File: src/rtl/led_pattern_gen.sv
// Pattern generator driving N_LED LEDs at one step per TICK_DIV clocks.
// Four patterns: fill/drain from LSB, fill/drain from MSB, chaser, bounce.
module led_pattern_gen #(
  parameter int N_LED    = 8,
  parameter int TICK_DIV = 25000000
) (
  input  logic             clk50M,
  input  logic             reset,
  input  logic [1:0]       mode,
  input  logic             run,
  output logic [N_LED-1:0] led,
  output logic             tick,
  output logic             cycle_done
);
  localparam int DW = $clog2(TICK_DIV);
  localparam logic [DW-1:0]    DIV_MAX = DW'(TICK_DIV - 1);
  localparam logic [N_LED-1:0] ONES    = '1;
  localparam logic [N_LED-1:0] ONE     = N_LED'(1);

  // FILL doubles as "moving left" and DRAIN as "moving right" in bounce mode
  localparam logic [0:0] FILL  = 1'b0;
  localparam logic [0:0] DRAIN = 1'b1;

  logic [1:0]       mode_m_q, mode_s_q, act_q, act_d;
  logic [DW-1:0]    div_q, div_d;
  logic [N_LED-1:0] led_q, led_d, step_led;
  logic [0:0]       state_q, state_d, step_state;
  logic             tick_q, tick_d, done_q, done_d, step_done;

  always_comb begin
    step_led   = led_q;
    step_state = state_q;
    step_done  = 1'b0;
    case (act_q)
      2'd0: begin
        if (state_q == FILL) begin
          step_led = {led_q[N_LED-2:0], 1'b1};
          if (step_led == ONES) step_state = DRAIN;
        end else begin
          step_led = {led_q[N_LED-2:0], 1'b0};
          if (step_led == '0) begin
            step_state = FILL;
            step_done  = 1'b1;
          end
        end
      end
      2'd1: begin
        if (state_q == FILL) begin
          step_led = {1'b1, led_q[N_LED-1:1]};
          if (step_led == ONES) step_state = DRAIN;
        end else begin
          step_led = {1'b0, led_q[N_LED-1:1]};
          if (step_led == '0) begin
            step_state = FILL;
            step_done  = 1'b1;
          end
        end
      end
      2'd2: begin
        step_led  = {led_q[N_LED-2:0], led_q[N_LED-1]};
        step_done = (step_led == ONE);
      end
      default: begin
        if (state_q == FILL) begin
          step_led = led_q << 1;
          if (step_led[N_LED-1]) step_state = DRAIN;
        end else begin
          step_led = led_q >> 1;
          if (step_led[0]) begin
            step_state = FILL;
            step_done  = 1'b1;
          end
        end
      end
    endcase
  end

  always_comb begin
    act_d   = act_q;
    div_d   = div_q;
    led_d   = led_q;
    state_d = state_q;
    tick_d  = 1'b0;
    done_d  = 1'b0;
    // A settled mode change restarts the new pattern even while paused
    if (mode_s_q != act_q) begin
      act_d   = mode_s_q;
      div_d   = '0;
      led_d   = mode_s_q[1] ? ONE : '0;
      state_d = FILL;
    end else if (run) begin
      if (div_q == DIV_MAX) begin
        div_d   = '0;
        led_d   = step_led;
        state_d = step_state;
        tick_d  = 1'b1;
        done_d  = step_done;
      end else begin
        div_d = div_q + 1'b1;
      end
    end
  end

  always_ff @(posedge clk50M or negedge reset) begin
    if (!reset) begin
      mode_m_q <= '0;
      mode_s_q <= '0;
      act_q    <= '0;
      div_q    <= '0;
      led_q    <= '0;
      state_q  <= FILL;
      tick_q   <= 1'b0;
      done_q   <= 1'b0;
    end else begin
      mode_m_q <= mode;
      mode_s_q <= mode_m_q;
      act_q    <= act_d;
      div_q    <= div_d;
      led_q    <= led_d;
      state_q  <= state_d;
      tick_q   <= tick_d;
      done_q   <= done_d;
    end
  end

  assign led        = led_q;
  assign tick       = tick_q;
  assign cycle_done = done_q;
endmodule

File: config.mk
export PLATFORM = sky130hd
export DESIGN_NAME = led_pattern_gen
export DESIGN_NICKNAME = d
export VERILOG_FILES = /design/src/rtl/led_pattern_gen.sv
export SDC_FILE = /design/constraint.sdc
export NUM_CORES = 1
export LEC_CHECK = 0
export BUFFER_PORTS_ARGS = -buffer_cell sky130_fd_sc_hd__buf_2
export CAP_MARGIN = 10
export CORE_UTILIZATION = 64
export DETAILED_ROUTE_END_ITERATION = 10
export GPL_TIMING_DRIVEN = 0
export PLACE_DENSITY = 0.81
export SETUP_SLACK_MARGIN = 0.1
export SLEW_MARGIN = 15
export SYNTH_ARGS = -nofsm -noshare
export SYNTH_HDL_FRONTEND = slang
export SYNTH_SLANG_ARGS = --single-unit
File: constraint.sdc
create_clock -name clk50M -period 4.6 [get_ports clk50M]
set_input_delay 0.92 -clock clk50M [delete_from_list [all_inputs] [get_ports clk50M]]
set_output_delay 0.92 -clock clk50M [all_outputs]
set_load 0.005 [all_outputs]
; ---- Word-level counts from Yosys, hierarchy flattened
; Index checks and enable logic that the tools add are counted.
; Widths: inputs -> output; s select.
[totals]
regBits = 42
inputBits = 5
wordCells = 61
output_inout_bits = 10
[classes]
n_reduce_logical = 7
n_mux = 37
n_eq_ne = 8
add_sub_neg = 1
[op_table]
columns = operator, n
row1 = $mux 25, 3
row2 = $mux 8, 5
row3 = $mux 1, 26
row4 = $add 25x1->25 const B, 1
row5 = $eq 25x25->1 const B, 1
row6 = $pmux 8 s3, 1
row7 = $eq 7x7->1 const B, 2
row8 = $logic_not 7->1, 2
row9 = $eq 8x1->1 const B, 1
row10 = $pmux 1 s3, 2
row11 = $reduce_bool 2->1, 2
row12 = $reduce_and 3->1, 1
row13 = $eq 2x1->1 const B, 1
row14 = $eq 2x2->1 const B, 1
row15 = $logic_not 2->1, 1
row16 = $ne 2x2->1, 1
row17 = $ne 2x2->1 const B, 1
row18 = $reduce_and 2->1, 1

; ---- Logic depth before layout (Yosys ltp)
; Gate-level depths: netlist of the first run.
[depth]
ltp_word = 7
depth_mapped = 7
ltp_nobuf = 6

; ---- Worst setup path after synthesis of the first run
; Ideal clock, no wire load.
[synth_timing]
kind = input to register
start = input run
end = register div_q[8]
stages = 5
setup_time_ns = 0.079
slack_ns = 2.588
t_arrival_ns = 1.933
path_cell_list = clkbuf_1 inv_1 a211oi_2 nand3_1 mux2i_1
[synth_between]
elab_chain_len = 1
[synth_rtl]
columns = element, line
row1 = from (decl), 10  ; input logic run,
row2 = $reduce_bool 2->1 (no line), -
row3 = to (signal assigned), 118  ; div_q <= div_d;
row4 = to (decl), 25  ; logic [DW-1:0] div_q, div_d;
; No other way between the ends.
; A chain may end at the register's enable or synchronous reset.

; ---- Worst setup path after layout of the first run
[layout_timing]
start = register div_q[0]
end = register div_q[16]
[layout_between]
elab_chain_len = 4
elab_cells_between_ends = 5
[layout_rtl]
columns = element, line
row1 = $add 25x1->25 / $eq 25x25->1 (equally long branches), "99, 92"
row2 = $mux 25 *, 92  ; if (div_q == DIV_MAX) begin
row3 = $mux 25 *, 91  ; end else if (run) begin
row4 = $mux 25 *, 86  ; if (mode_s_q != act_q) begin
; Mark *: on every way between the ends. The rest lies on a longest branch, timed or not. The select of a mux whose other input is x is not followed.

==> impl_metrics.json, run 1 <==
{
  "layout_worst_path_cycle_share_pct": 47.01,
  "ctsRootBufferMaster": "clkbuf_8",
  "use_met3_pct": 4.927,
  "die_w_um": 62.84,
  "cts_max_path_buffers": 2,
  "tns_ns": 0,
  "synth-seq-area-share_pct": 44.37,
  "busiest_layer": "met2",
  "syn_nets": 261,
  "vias": 2047,
  "cts_tree": "yes",
  "dr.pass1.iters": 5,
  "start_kind": "register",
  "antennaDiodeCount": 0,
  "clock_latency_ns": 0.30,
  "finClkSkew_ns": 0.005226,
  "routed_wl_um": 5036,
  "leakage_nw": 1.145,
  "maxCapViolCount": 0,
  "via_per_inst": 6.357,
  "nNetsFinal": 281,
  "reg2reg_setup_slack_ns": 2.44,
  "cts.repair.resized": 0,
  "syn_to_final_growth_pct": 9.139,
  "yosys_warnings": 0,
  "grtUsageMet2_pct": 43.61,
  "total_power_uw": 682.7,
  "post-cts-setup-buffers": 0,
  "grt_pass1_wl_um": 8694,
  "grt_pass1_vias": 1929,
  "maxSlewViolCount": 0,
  "clkSlewWorstSetupHoldPaths_ns": 0.08,
  "synth_ff_type": "dfrtp_1",
  "worstPathArrival_ns": 2.35,
  "ys_types": 54,
  "start_util_pct": 68.81,
  "met1_usage_pct": 39.66,
  "core.rowCount": 21,
  "post_drt_wl_per_cell_um": 15.64,
  "fmax_ghz": 0.4625,
  "syn_inst": 255,
  "hpwlAfterDp_um": 3588,
  "final-hold-violation-count": 0,
  "end_kind": "register",
  "required_ns": 4.79,
  "die_h_um": 62.84,
  "grt_max_degree": 43,
  "ys_ff_latch": 42,
  "drive_gt1_share_pct": 14.49,
  "gp_congestion": 0.9137,
  "finalSetupViolCount": 0,
  "outcome": "completed",
  "powerDensity_nw_per_um2": 264.1,
  "cp_max_fo": 10,
  "io_pins": 15,
  "core-area_um2": 3442,
  "overflow": 0,
  "worst_pin_slew_ns": 0.8956,
  "slew_headroom_pct": 40.30,
  "grt_antenna_before_repair": 0,
  "drc": 0,
  "ctsHoldBuffers": 0,
  "path_class": "reg2reg",
  "cts_buffers": 5,
  "hp-class": "reg2reg",
  "period_minus_slack_ns": 2.162,
  "cts.sinks": 42,
  "synth_edf_count": 0,
  "grt_usage_pct": 27.96,
  "synth.avg_cell_area_um2": 9.288,
  "synth_area_um2": 2369,
  "io_buffers": 13,
  "drtIter0Drc": 213,
  "rsz0062_at_grt": "no",
  "drtAntennaViolNets": 0,
  "synthArstFlopShare_pct": 100.0,
  "dieArea_um2": 3948,
  "vdd_drop_max_mv": 0.2795,
  "htree_levels": 2
}
[stage by stage]
step,util [%],cells,area [µm²],hold WS [ns],worst slack (ns)
floorplan,-,255,2369,0.3312,2.588
global placement,72.37,314,2491,0.3344,2.203
detailed placement,72.37,314,2491,0.3418,2.185
CTS,75.10,322,2585,0.3621,2.448
global route,75.10,322,2585,0.3676,2.329
finish,75.10,322,2585,0.3566,2.438
[cells in the mapped netlist (2+ instances only)]
master	n	share of area, %
and2_1	2	0.53
xor2_1	2	0.74
nor4b_1	2	0.74
a311oi_1	2	0.74
nor3b_1	2	0.63
nand3_1	17	3.6
xnor2_1	2	0.74
a21o_1	6	1.9
o31ai_1	3	0.95
nor4_1	2	0.53
nand2b_1	2	0.53
o21ai_1	7	1.5
mux2_2	6	2.9
and4_1	5	1.8
a22o_1	3	1.1
dfrtp_1	42	44
nand4_1	11	2.9
a21oi_1	14	3.0
or3_1	2	0.53
nand2_1	25	4.0
inv_1	9	1.4
o41ai_1	3	1.1
mux2i_1	11	4.6
clkbuf_1	11	1.7
nor3_1	5	1.1
or4_1	3	0.95
o21ai_0	3	0.63
o211ai_1	4	1.3
buf_2	2	0.42
nor2_1	20	3.2
and3_1	4	1.1
[cell type report]
cell class                 instances  area [µm²]
buffer                            15       62.56
clock buffer                       5       68.82
clock inverter                     3       25.02
fill                             268       857.1
inverter                          10       37.54
multi-input combinational        188        1217
sequential                        42        1051
tap                               46       57.56
timing repair buffer              13       65.06
[final timing paths]
path,startpoint,to,cells after the start
max in group asynchronous,reset,div_q[21],1
min,mode_m_q[1],mode_s_q[1],0
max,div_q[0],div_q[16],7
max reg2reg,div_q[0],div_q[16],7
min reg2reg,mode_m_q[1],mode_s_q[1],0
min in group asynchronous,reset,div_q[18],1
[where the power goes]
part           internal [mW]  total [mW]  switching, mW
registers              0.374       0.378        0.00426
logic                 0.0176      0.0593         0.0417
clock network          0.109       0.246          0.136
[worst max-delay path, stage by stage, from the launching register on]
cell,delay [ns]
dfrtp_1,0.41
ha_1,0.25
nand4_2,0.21
nor4_4,0.45
a21oi_2,0.12
buf_2,0.21
a21o_1,0.17
a22o_1,0.22
[routing by layer]
| metal | wire length (µm) | up-vias |
|---|---|---|
| met3 | 250 | 9 |
| met2 | 2293 | 72 |
| met4 | 73 | 0 |
| met1 | 2419 | 983 |
| met5 | 0 | - |
| li1 | - | 983 |
[cells by family after synthesis]
family | share of synthesized area [%]
mux | 7.501
compound gates | 16.17
buf+inv | 4.226
fa+ha+maj | 0.5282
xor+xnor | 1.479
simple gates | 25.73
flops | 44.37
[flip-flops by register name, indices dropped and copies added, names as in the netlist]
signal	cells
div_q	25
led	8
act_q	2
mode_m_q	2
mode_s_q	2
cycle_done	1
state_q	1
tick	1
[layout by cell type, fill, tap and decap left out, types with 3 or more instances in the layout]
cell,instances
nor2_1,20
o31ai_1,3
and4_1,5
mux2_2,6
dfrtp_1,42
nand2_1,25
o41ai_1,3
nand3_1,17
a22o_1,3
clkbuf_1,11
or4_1,3
mux2i_1,11
o21ai_1,7
nor3_1,5
clkbuf_8,5
nand4_1,11
inv_1,9
a21oi_1,14
o21ai_0,3
buf_2,15
and3_1,4
a21o_1,6
o211ai_1,4
Note: power is estimated with default switching activity, not from simulation.
==> run 2: changes to the inputs <==
- ABC_AREA: default -> 1
- CORE_UTILIZATION: 64 -> 61
- PLACE_DENSITY: 0.81 -> 0.78
- clock period: 4.6 -> 2.1 ns (I/O delays scaled with it)
==> run 2 against run 1 <==
Compared with the run above: sequential share of layout area shrank 4.0 points; wire length grew 18%; die area grew 16%; critical path type unchanged; count of clock-buffer cells in the layout grew 3; first-iteration DRC count grew 2.8%; core utilization shrank 4.4 points.
==> impl_metrics.json, run 2 <==
{
  "outcome": "completed",
  "synth_compound_area_share_pct": 8.952,
  "synth_area_leaders": "dfrtp_1 40%, nand2_1 17%, nor2_1 8.4%, inv_1 4.4%, nand3_1 3.8%",
  "cp_max_fo": 10,
  "syn_inst": 372,
  "dieArea_um2": 4574,
  "final_cell_mix": "121 x nand2_1, 59 x nor2_1, 42 x dfrtp_1, 31 x inv_1, 20 x nand3_1",
  "tns_ns": 0,
  "hold_end": "mode_m_q[0]",
  "syn_nets": 378,
  "p_seq_share_pct": 50.6,
  "reg2reg_setup_slack_ns": 0.32,
  "fmax_ghz": 0.5632,
  "ctsRootBufferMaster": "clkbuf_8",
  "finClkSkew_ns": 0.006994,
  "drtIter0Drc": 219,
  "ys_ff_latch": 42,
  "grt_pass1_wl_um": 9687,
  "leakage_nw": 1.333,
  "die_w_um": 67.63,
  "largest_register": "div_q",
  "final-hold-violation-count": 0,
  "path_class": "reg2reg",
  "drc": 0,
  "synth_xor_area_share_pct": 3.762,
  "grt_usage_pct": 29.22,
  "start_util_pct": 64.75,
  "slew_headroom_pct": 40.20,
  "post_drt_wl_per_cell_um": 13.41,
  "yosys.area_share.adder_pct": 0.4762,
  "hp-class": "in2reg",
  "p_clk_share_pct": 34.9,
  "ys_types": 40,
  "start_kind": "register",
  "synth_mux_area_share_pct": 0,
  "vdd_drop_max_mv": 0.4414,
  "htree_levels": 2,
  "cts_max_path_buffers": 2,
  "worst_pin_slew_ns": 0.8969,
  "end_kind": "register",
  "intPower_mw": 1.266,
  "drtAntennaViolNets": 0,
  "p_sw_uw": 479.6,
  "synthArstFlopShare_pct": 100.0,
  "fin_cells": 444,
  "grt_pass1_vias": 2126,
  "antennaDiodeCount": 0,
  "routed_wl_um": 5952,
  "post-cts-setup-buffers": 0,
  "yosys.area.top_type": "dfrtp_1",
  "dpl_cell_area_um2": 2760,
  "nNetsFinal": 399,
  "setup_ws_ns": 0.3243,
  "powerDensity_nw_per_um2": 608.3,
  "gp_congestion": 0.9299,
  "clock_latency_ns": 0.31,
  "via_per_inst": 5.446,
  "power.share.switching_pct": 27.47,
  "die_h_um": 67.63,
  "synth_top_area_share_pct": 40.00,
  "combPwrFrac_pct": 14.5,
  "core.rowCount": 23,
  "cts.sinks": 42,
  "clkSlewWorstSetupHoldPaths_ns": 0.08,
  "vias": 2418,
  "maxCapViolCount": 0,
  "worst-r2r-cell-count": 10,
  "required_ns": 2.34,
  "syn_to_final_growth_pct": 9.238,
  "synth_edf_count": 0,
  "synth_area_um2": 2628,
  "cts.repair.resized": 0,
  "period_minus_slack_ns": 1.776,
  "r2r_end": "led[0]",
  "yosys_warnings": 0,
  "grt_antenna_before_repair": 0,
  "min-delay-start": "mode[0]",
  "yosysMostFrequentCell": "nand2_1",
  "hpwlAfterDp_um": 4323,
  "finalSetupViolCount": 0,
  "cts_tree": "yes",
  "layout.cells.most_common": "nand2_1",
  "io_pins": 15,
  "grt_max_degree": 43,
  "crit_path_start": "div_q[0]",
  "core-area_um2": 4058,
  "synth.top_cells.by_count": "121 x nand2_1, 59 x nor2_1, 42 x dfrtp_1",
  "dr.pass1.iters": 5,
  "layout_worst_path_cycle_share_pct": 84.56,
  "synth_top_family_by_area": "simple AND/OR/NAND/NOR gates",
  "fin_area_um2": 2870,
  "ctsHoldBuffers": 0,
  "yosys.area_share.simple_pct": 38.38,
  "synth-seq-area-share_pct": 40.00,
  "rsz0062_at_grt": "no",
  "synth_ff_type": "dfrtp_1",
  "io_buffers": 14,
  "dp_slack_ns": 0.3575,
  "cts_buffers": 5,
  "min_path_cells": 1,
  "dpl.cell_count": 436,
  "overflow": 0,
  "drive_gt1_share_pct": 13.20,
  "r2r_start": "div_q[0]",
  "worstPathArrival_ns": 2.02,
  "largest_reg_flops": 25,
  "synth.avg_cell_area_um2": 7.063,
  "maxSlewViolCount": 0
}
==> run 2: cell count changes in the layout (fill, tap and decap cells not counted), sizes merged, moves of 7 or more <==
cell	delta
mux2i	-11
nand2	+100
nand4	-7
inv	+28
nor2	+45
==> run 2: power groups by stage <==
stage | combinational (mW) | clock, mW | sequential [mW]
6_report | 0.253 | 0.609 | 0.884
3_5_place_dp | 0.254 | 0 | 0.899
2_1_floorplan | 0.175 | 0 | 0.892
3_3_place_gp | 0.250 | 0 | 0.897
4_1_cts | 0.255 | 0.612 | 0.883
5_1_grt | 0.287 | 0.643 | 0.891
==> run 2: per-layer routing <==
| layer | share of wire, % | global-route usage [%] | routed length [µm] | vias up |
|---|---|---|---|---|
| met2 | 45 | 44.18 | 2675 | 85 |
| li1 | - | - | - | 1221 |
| met3 | 7.1 | 7.432 | 422 | 10 |
| met5 | 0 | 0 | 0 | - |
| met4 | 1.5 | 10.64 | 87 | 0 |
| met1 | 46 | 40.00 | 2767 | 1102 |
==> run 2: cells by family (layout without fill, tap and decap cells) <==
kind of cell / after synthesis / after routing
buf+inv: 49 / 71
flops: 42 / 42
xor+xnor: 7 / 7
simple gates: 233 / 233
fa+ha+maj: 1 / 1
compound gates: 40 / 40
==> run 2: worst max-delay path, stage by stage (launching register included) <==
cell,delay (ns)
dfrtp_1,0.39
ha_1,0.20
nand3_1,0.15
nor2_2,0.21
inv_2,0.07
nor2_4,0.13
nand3_2,0.11
nand2_2,0.14
buf_6,0.17
nand2_1,0.07
nand2_1,0.07
==> run 2: worst max path at each step <==
stage,endpoint,slack [ns],cells after the start
after floorplan,led[3],0.59,10
after global placement,led[3],0.37,10
after detailed placement,led[0],0.36,10
after CTS,led[0],0.34,10
after global routing,led[0],0.17,10
final,led[0],0.32,10
==> run 2: stage by stage <==
stage / power, mW / util [%] / hold WS [ns]
after floorplan: 1.067 / - / 0.1244
after global placement: 1.147 / 68.02 / 0.3438
after detailed placement: 1.154 / 68.02 / 0.3378
after CTS: 1.750 / 70.74 / 0.2205
after global routing: 1.820 / 70.74 / 0.2203
final: 1.746 / 70.74 / 0.2210
==> run 2: final cells by class <==
cell class              instances  area [µm²]
plain buffers                   8       65.06
clock buffers                   8       110.1
fillers                       346        1187
inverters                      41       156.4
multi-input cells             281        1355
flip-flops and latches         42        1051
well taps                      50       62.56
repair buffers                 14       70.07
